$ cat src/rtl/serial_rx.sv
// 8N1 serial byte receiver with mid-bit sampling, a one-entry valid/ready output buffer,
// framing and overrun reporting. Define SERIAL_RX_PARITY_EN for 8E1 frames plus parity_err.
module serial_rx #(
    parameter int unsigned CLKS_PER_BIT = 16,
    parameter int unsigned SYNC_STAGES  = 2
) (
    input  logic       clk,
    input  logic       rst_n,
    input  logic       rxd,
    output logic [7:0] out_data,
    output logic       out_valid,
    input  logic       out_ready,
    output logic       frame_err,
`ifdef SERIAL_RX_PARITY_EN
    output logic       parity_err,
`endif
    output logic       overrun,
    input  logic       err_clr,
    output logic       busy
);

    localparam logic [15:0] HALF_M1 = 16'(CLKS_PER_BIT / 2 - 1);
    localparam logic [15:0] BIT_M1  = 16'(CLKS_PER_BIT - 1);

`ifdef SERIAL_RX_PARITY_EN
    typedef enum logic [2:0] {IDLE, START, DATA, PARITY, STOP} state_t;
`else
    typedef enum logic [1:0] {IDLE, START, DATA, STOP} state_t;
`endif

    state_t                 state, state_n;
    logic [SYNC_STAGES-1:0] sync;
    logic                   rxs;
    logic [15:0]            cnt, cnt_n;
    logic [2:0]             bitidx, bitidx_n;
    logic [7:0]             shreg, shreg_n;
    logic                   armed, armed_n;
    logic                   deliver, ferr;
`ifdef SERIAL_RX_PARITY_EN
    logic                   parbit, parbit_n;
    logic                   perr;
`endif

    always_ff @(posedge clk or negedge rst_n) begin
        if (!rst_n) sync <= '1;
        else        sync <= {sync[SYNC_STAGES-2:0], rxd};
    end
    assign rxs = sync[SYNC_STAGES-1];

    always_ff @(posedge clk or negedge rst_n) begin
        if (!rst_n) begin
            state  <= IDLE;
            cnt    <= '0;
            bitidx <= '0;
            shreg  <= '0;
            armed  <= 1'b1;
`ifdef SERIAL_RX_PARITY_EN
            parbit <= 1'b0;
`endif
        end else begin
            state  <= state_n;
            cnt    <= cnt_n;
            bitidx <= bitidx_n;
            shreg  <= shreg_n;
            armed  <= armed_n;
`ifdef SERIAL_RX_PARITY_EN
            parbit <= parbit_n;
`endif
        end
    end

    // armed drops after a framing error so a held-low break line cannot retrigger
    always_comb begin
        state_n  = state;
        cnt_n    = cnt;
        bitidx_n = bitidx;
        shreg_n  = shreg;
        armed_n  = armed;
        deliver  = 1'b0;
        ferr     = 1'b0;
`ifdef SERIAL_RX_PARITY_EN
        parbit_n = parbit;
        perr     = 1'b0;
`endif
        unique case (state)
            IDLE: begin
                if (rxs) begin
                    armed_n = 1'b1;
                end else if (armed) begin
                    state_n = START;
                    cnt_n   = HALF_M1;
                end
            end
            START: begin
                if (cnt != '0) begin
                    cnt_n = cnt - 16'd1;
                end else if (!rxs) begin
                    state_n  = DATA;
                    cnt_n    = BIT_M1;
                    bitidx_n = '0;
                end else begin
                    state_n = IDLE;
                end
            end
            DATA: begin
                if (cnt != '0) begin
                    cnt_n = cnt - 16'd1;
                end else begin
                    shreg_n  = {rxs, shreg[7:1]};
                    cnt_n    = BIT_M1;
                    bitidx_n = bitidx + 3'd1;
                    if (bitidx == 3'd7) begin
`ifdef SERIAL_RX_PARITY_EN
                        state_n = PARITY;
`else
                        state_n = STOP;
`endif
                    end
                end
            end
`ifdef SERIAL_RX_PARITY_EN
            PARITY: begin
                if (cnt != '0) begin
                    cnt_n = cnt - 16'd1;
                end else begin
                    parbit_n = rxs;
                    cnt_n    = BIT_M1;
                    state_n  = STOP;
                end
            end
`endif
            STOP: begin
                if (cnt != '0) begin
                    cnt_n = cnt - 16'd1;
                end else begin
                    state_n = IDLE;
                    if (!rxs) begin
                        ferr    = 1'b1;
                        armed_n = 1'b0;
                    end
`ifdef SERIAL_RX_PARITY_EN
                    else if (^{shreg, parbit}) perr = 1'b1;
`endif
                    else deliver = 1'b1;
                end
            end
            default: state_n = IDLE;
        endcase
    end

    always_ff @(posedge clk or negedge rst_n) begin
        if (!rst_n) begin
            out_data  <= '0;
            out_valid <= 1'b0;
            overrun   <= 1'b0;
            frame_err <= 1'b0;
`ifdef SERIAL_RX_PARITY_EN
            parity_err <= 1'b0;
`endif
        end else begin
            frame_err <= ferr;
`ifdef SERIAL_RX_PARITY_EN
            parity_err <= perr;
`endif
            if (deliver && (!out_valid || out_ready)) begin
                out_data  <= shreg;
                out_valid <= 1'b1;
            end else if (out_valid && out_ready) begin
                out_valid <= 1'b0;
            end
            if (deliver && out_valid && !out_ready) overrun <= 1'b1;
            else if (err_clr)                         overrun <= 1'b0;
        end
    end

    assign busy = (state != IDLE);

endmodule

$ cat config.mk
export PLATFORM = sky130hd
export DESIGN_NAME = serial_rx
export DESIGN_NICKNAME = d
export VERILOG_FILES = /design/src/rtl/serial_rx.sv
export SDC_FILE = /design/constraint.sdc
export NUM_CORES = 1
export LEC_CHECK = 0
export CORE_ASPECT_RATIO = 1.1
export CORE_MARGIN = 4
export CORE_UTILIZATION = 25
export DETAILED_ROUTE_END_ITERATION = 6
export PLACE_DENSITY = 0.39
export SYNTH_ARGS = -nofsm -noshare
export SYNTH_HDL_FRONTEND = slang
export SYNTH_SLANG_ARGS = --single-unit
$ cat constraint.sdc
create_clock -name clk -period 2.4 [get_ports clk]
set_clock_uncertainty 0.2 [all_clocks]
set_input_delay 0.36 -clock clk [delete_from_list [all_inputs] [get_ports clk]]
set_output_delay 0.36 -clock clk [all_outputs]
set_load 0.02 [all_outputs]
# Yosys cells after proc, flatten, opt, wreduce, memory -nomap -nowiden
# Index checks and enable logic that the tools add are counted.
# Widths: inputs -> output; s select.
# classes
add_sub_neg	2
eq_ne	15
muxes	33
bitwise	1
reduce_logical	19
# op_table
cell	n
$mux 16	6
$pmux 16 s4	1
$ne 2x2->1 const B	10
$reduce_bool 16->1	1
$sub 16x1->16 const B	1
$mux 2	7
$mux 1	13
$reduce_and 4->1	3
$reduce_bool 2->1	5
$mux 3	3
$pmux 2 s4	1
$pmux 3 s2	1
$reduce_and 6->1	1
$eq 2x2->1 const B	2
$logic_and 1x1->1	4
$add 3x1->3 const B	1
$eq 3x3->1 const B	1
$ne 3x3->1 const B	1
$eq 2x1->1 const B	1
$logic_not 1->1	2
$logic_not 2->1	1
$pmux 1 s2	1
$reduce_and 2->1	1
$logic_or 1x1->1	1
$not 1->1	1
# totals
regBits	43
input_bits	5
out_inout_bits	12

# Depth between registers and ports, before layout
# logic_depth
ltp_word	6
depth_mapped	9

# Least setup slack after synthesis
# Ideal clock, no wire load.
# synth_timing
path_type	reg-to-reg
startpoint	register cnt[0]
endpoint	register shreg[5]
setup_time_ns	0.125
arrival_ns	1.776
setup_slack_ns	0.299
path_stages_with_launch	9
path_buffers	2
cell_sequence	dfrtp_1 > inv_1 > ha_1 > nor4b_2 > and4_1 > buf_6 > and2_1 > buf_4 > mux2_2
# synth_via
elab_chain_cells	3
# synth_rtl
item	line	rtl
start, declared	34	logic [15:0] cnt, cnt_n;
start signal, assigned	62	cnt <= cnt_n;
$reduce_bool 16->1	106	if (cnt != '0) begin
$not 1->1 (no source line)	-	
$reduce_and 2->1 (no source line)	-	
end signal, assigned	64	shreg <= shreg_n;
end, declared	36	logic [7:0] shreg, shreg_n;
# Every way passes these cells.
# A chain may end at the register's enable or synchronous reset.

# Worst setup path in the final report
# layout_timing
startpoint	register cnt[0]
endpoint	register cnt[9]
# layout_via
elab_chain_cells	3
elab_cells_between_ends	9
cone_classes	add/sub (1); eq/ne (2); mux (4); reduce/logical (2)
# layout_rtl
item	line	rtl
$sub 16x1->16 / $reduce_bool 16->1 (equally long branches)	-	
$mux 16, or another cell as far along	133	if (cnt != '0) begin
$pmux 16 s4 / $reduce_and 4->1 (equally long branches)	-	
# Parallel ways exist; a longest one is shown, timed or not. The select of a mux whose other input is x is not followed.

==> results.sh <==
export IMPL_clkSlewWorstSetupHoldPaths_ns=0.09
export IMPL_worst_setup_path_end_kind="register"
export IMPL_port_buffer_count=16
export IMPL_cts_root_buf="sky130_fd_sc_hd__clkbuf_8"
export IMPL_r2r_start="cnt[0]"
export IMPL_first_iter_violations=43
export IMPL_post_route_drc_count=0
export IMPL_io_pin_count=17
export IMPL_register_to_register_path_setup_slack_ns=0.21
export IMPL_finalCritPeriodShare=0.911
export IMPL_timing_max_slew_rel_slack=0.521
export IMPL_maxClockFrequency_ghz=0.457
export IMPL_clockBufferDepth=2
export IMPL_grt_antenna_before_repair=0
export IMPL_post_drt_antenna_nets=0
export IMPL_overflow=0
export IMPL_grt_max_degree=31
export IMPL_coreArea_mm2=0.00850
export IMPL_finalPower_mw=3.14
export IMPL_critPathLaunch="cnt[0]"
export IMPL_power_per_cell_area_mw_per_mm2=1150
export IMPL_synth_lib_cells_used_distinct=48
export IMPL_maxCapViolCount=0
export IMPL_finalNetCount=258
export IMPL_post_dp_hpwl_um=3900
export IMPL_synth_yosys_seq_area_share=0.490
export IMPL_placement_rows=35
export IMPL_post_synth_instance_area_mm2=0.00221
export IMPL_worst_ep_arrival_time_ns=2.18
export IMPL_synth_cells_most_frequent="40 x sky130_fd_sc_hd__dfrtp_1, 17 x sky130_fd_sc_hd__nor2_1, 15 x sky130_fd_sc_hd__mux2_2"
export IMPL_fin_setup_tns_ns=0
export IMPL_path_max_fanout=7
export IMPL_period_needed_ns=2.19
export IMPL_first_global_vias=1804
export IMPL_die_height_um=107
export IMPL_timing_setup_critical_path_class="register to register"
export IMPL_cts_sinks=43
export IMPL_die_area_mm2=0.0104
export IMPL_finalHoldViolations=0
export IMPL_1st_pass_router_iterations=4
export IMPL_worst_case_reg_to_reg_path_depth=8
export IMPL_run_status="finished clean"
export IMPL_maxSlewViolCount=0
export IMPL_post_synthesis_net_count=217
export IMPL_syn2layout_area_growth_pct=24.1
export IMPL_synthSimpleGateAreaFrac=0.170
export IMPL_grt_util_all_layers=0.105
export IMPL_worst_slew_pin_slew_ns=0.718
export IMPL_min_delay_start="sync[0]"
export IMPL_cts_max_level=2
export IMPL_flops_latches_synth=43
export IMPL_synthCells=204
export IMPL_postSynth_asyncResetShare=1.00
export IMPL_cellLeakagePower_nw=1.29
export IMPL_worstHoldPathType="register to register"
export IMPL_synth_largest_type_area_fraction=0.454
export IMPL_rsz0062_at_grt="no"
export IMPL_yosys_cell_count_top_type="sky130_fd_sc_hd__dfrtp_1"
export IMPL_complex_gate_fraction_of_the_synthesized_area=0.177
export IMPL_critical_path_required_ns=2.40
export IMPL_finalWeightedCongestion=0.771
export IMPL_via_count=1667
export IMPL_routed_wire_length_per_instance_um=14.5
export IMPL_postRouteWirelength_um=5180
export IMPL_final_layout_size_suffix_gt1_frac=0.232
export IMPL_num_antenna_cells=0
export IMPL_post_synth_fa_ha_maj_area_fraction=0.0454
export IMPL_worst_ir_drop_vdd_mv=0.299
export IMPL_synthesis_area_per_instance_um2=10.8
export IMPL_clock_tree_from_tritoncts="done"
export IMPL_numCtsBuffers=5
export IMPL_post_drt_via_cell_ratio=4.67
export IMPL_grt_pass1_wl_um=8940
export IMPL_netlist_top_cells_area="sky130_fd_sc_hd__dfrtp_1 45%, sky130_fd_sc_hd__mux2_2 7.7%, sky130_fd_sc_hd__ha_1 4.5%, sky130_fd_sc_hd__dfstp_2 3.6%, sky130_fd_sc_hd__o21ai_0 2.9%"
export IMPL_ys_flop_type="sky130_fd_sc_hd__dfrtp_1"
export IMPL_final_setup_viol_count=0
export IMPL_start_util=0.260
export IMPL_synth_xor_area_share=0
export IMPL_worst_skew_pair_late_latency_ns=0.30
export IMPL_synthesis_yosys_warnings=0
export IMPL_largest_family_of_logic_cells_by_synthesized_area="compound AO/OA/AOI/OAI gates"
export IMPL_holdPathStages=0
export IMPL_synth_edff_count=0
export IMPL_post_synthesis_cell_type_with_the_largest_combined_area="sky130_fd_sc_hd__dfrtp_1"
export IMPL_die_width_um=97.6
export IMPL_worst_setup_path_start_kind="register"
export IMPL_synthMuxAreaShare=0.0856
[stage by stage]
stage                     setup WS (ns)  cells  hold slack (ns)  utilization  cell area [µm²]
after floorplan                   0.299    204           -0.136            -             2210
after global placement            0.165    347            0.146        0.309             2620
after detailed placement         0.0783    347            0.148        0.309             2620
after CTS                        0.0756    356            0.162        0.320             2720
after global routing             0.0389    357            0.165        0.322             2740
final                             0.212    357            0.159        0.322             2740
[critical path, stage by stage (launching register included)]
cell and delay, ns:
sky130_fd_sc_hd__dfrtp_1 0.41, sky130_fd_sc_hd__inv_1 0.08, sky130_fd_sc_hd__ha_1 0.15, sky130_fd_sc_hd__nor4b_4 0.23, sky130_fd_sc_hd__nand4_1 0.24, sky130_fd_sc_hd__buf_4 0.22
sky130_fd_sc_hd__o21a_4 0.23, sky130_fd_sc_hd__a21o_1 0.16, sky130_fd_sc_hd__a21o_1 0.16
[state kept, by name (all words and copies together) (netlist names), named ones only]
| register | flops |
|---|---|
| state | 1 |
| bitidx | 3 |
| overrun | 1 |
| sync | 2 |
| out_data | 8 |
| out_valid | 1 |
| armed | 1 |
| cnt | 16 |
| frame_err | 1 |
| shreg | 8 |
[cells in the final DEF, fill, tap and decap left out, types with 2 or more instances in the layout]
cell type                         instances
sky130_fd_sc_hd__a31oi_1                  3
sky130_fd_sc_hd__mux2_2                  15
sky130_fd_sc_hd__buf_4                   22
sky130_fd_sc_hd__o21ai_0                 13
sky130_fd_sc_hd__mux2i_1                  2
sky130_fd_sc_hd__or3_1                    2
sky130_fd_sc_hd__nor3_1                   5
sky130_fd_sc_hd__nor4_1                   4
sky130_fd_sc_hd__a22o_1                   5
sky130_fd_sc_hd__o21ai_1                  2
sky130_fd_sc_hd__inv_1                   10
sky130_fd_sc_hd__dfrtp_1                 40
sky130_fd_sc_hd__o22ai_1                  2
sky130_fd_sc_hd__o31ai_1                  3
sky130_fd_sc_hd__dfstp_2                  3
sky130_fd_sc_hd__nand2_1                 12
sky130_fd_sc_hd__clkbuf_8                 5
sky130_fd_sc_hd__o2bb2ai_1                2
sky130_fd_sc_hd__clkinvlp_4               2
sky130_fd_sc_hd__a21oi_1                 12
sky130_fd_sc_hd__ha_1                     8
sky130_fd_sc_hd__a32o_1                   2
sky130_fd_sc_hd__nand2b_1                 3
sky130_fd_sc_hd__nand3_1                  5
sky130_fd_sc_hd__nor2_1                  17
sky130_fd_sc_hd__a21o_1                   5
sky130_fd_sc_hd__clkdlybuf4s50_1         14
sky130_fd_sc_hd__or4_1                    2
sky130_fd_sc_hd__nor3b_1                  2
[cells by family after synthesis]
family / count (synthesis)
simple gates: 63
mux: 17
flops: 43
fa+ha+maj: 8
buf+inv: 15
compound gates: 58
[cell type report]
class                           count  area (µm²)
Fill cell                         934        5760
Timing Repair Buffer               39         329
Clock buffer                        5        68.8
Inverter                           10        37.5
Clock inverter                      3        20.0
Tap cell                          111         139
Sequential cell                    43        1080
Multi-Input combinational cell    146        1060
[report_power, final]
group          switching [mW]  total (mW)  internal [mW]
logic                   0.922        1.63          0.704
clock network           0.270       0.473          0.203
registers               0.163        1.04          0.878
[path summary, 6_finish.rpt]
check	to
max reg2reg	cnt[9]
min	sync[1]
max in group asynchronous	shreg[7]
min in group asynchronous	cnt[6]
min reg2reg	sync[1]
max	cnt[9]
[what timing repair did]
| item | CTS | global route |
|---|---|---|
| resized for setup | 1 | 1 |
| setup buffers | 0 | 1 |
| hold endpoints to repair | 25 | 0 |
| setup endpoints to repair | 1 | 14 |
| hold buffers | 1 | 0 |
| pin swaps | 0 | 1 |
[layer usage]
metal | part of all wire | vias to the layer above | track usage
met1 | 0.49 | 812 | 0.138
li1 | - | 834 | -
met2 | 0.48 | 15 | 0.176
met4 | 0.010 | 0 | 0.0287
met5 | 0 | - | 0
met3 | 0.022 | 6 | 0.0223
No activity file was read; power rests on OpenSTA's default activity.
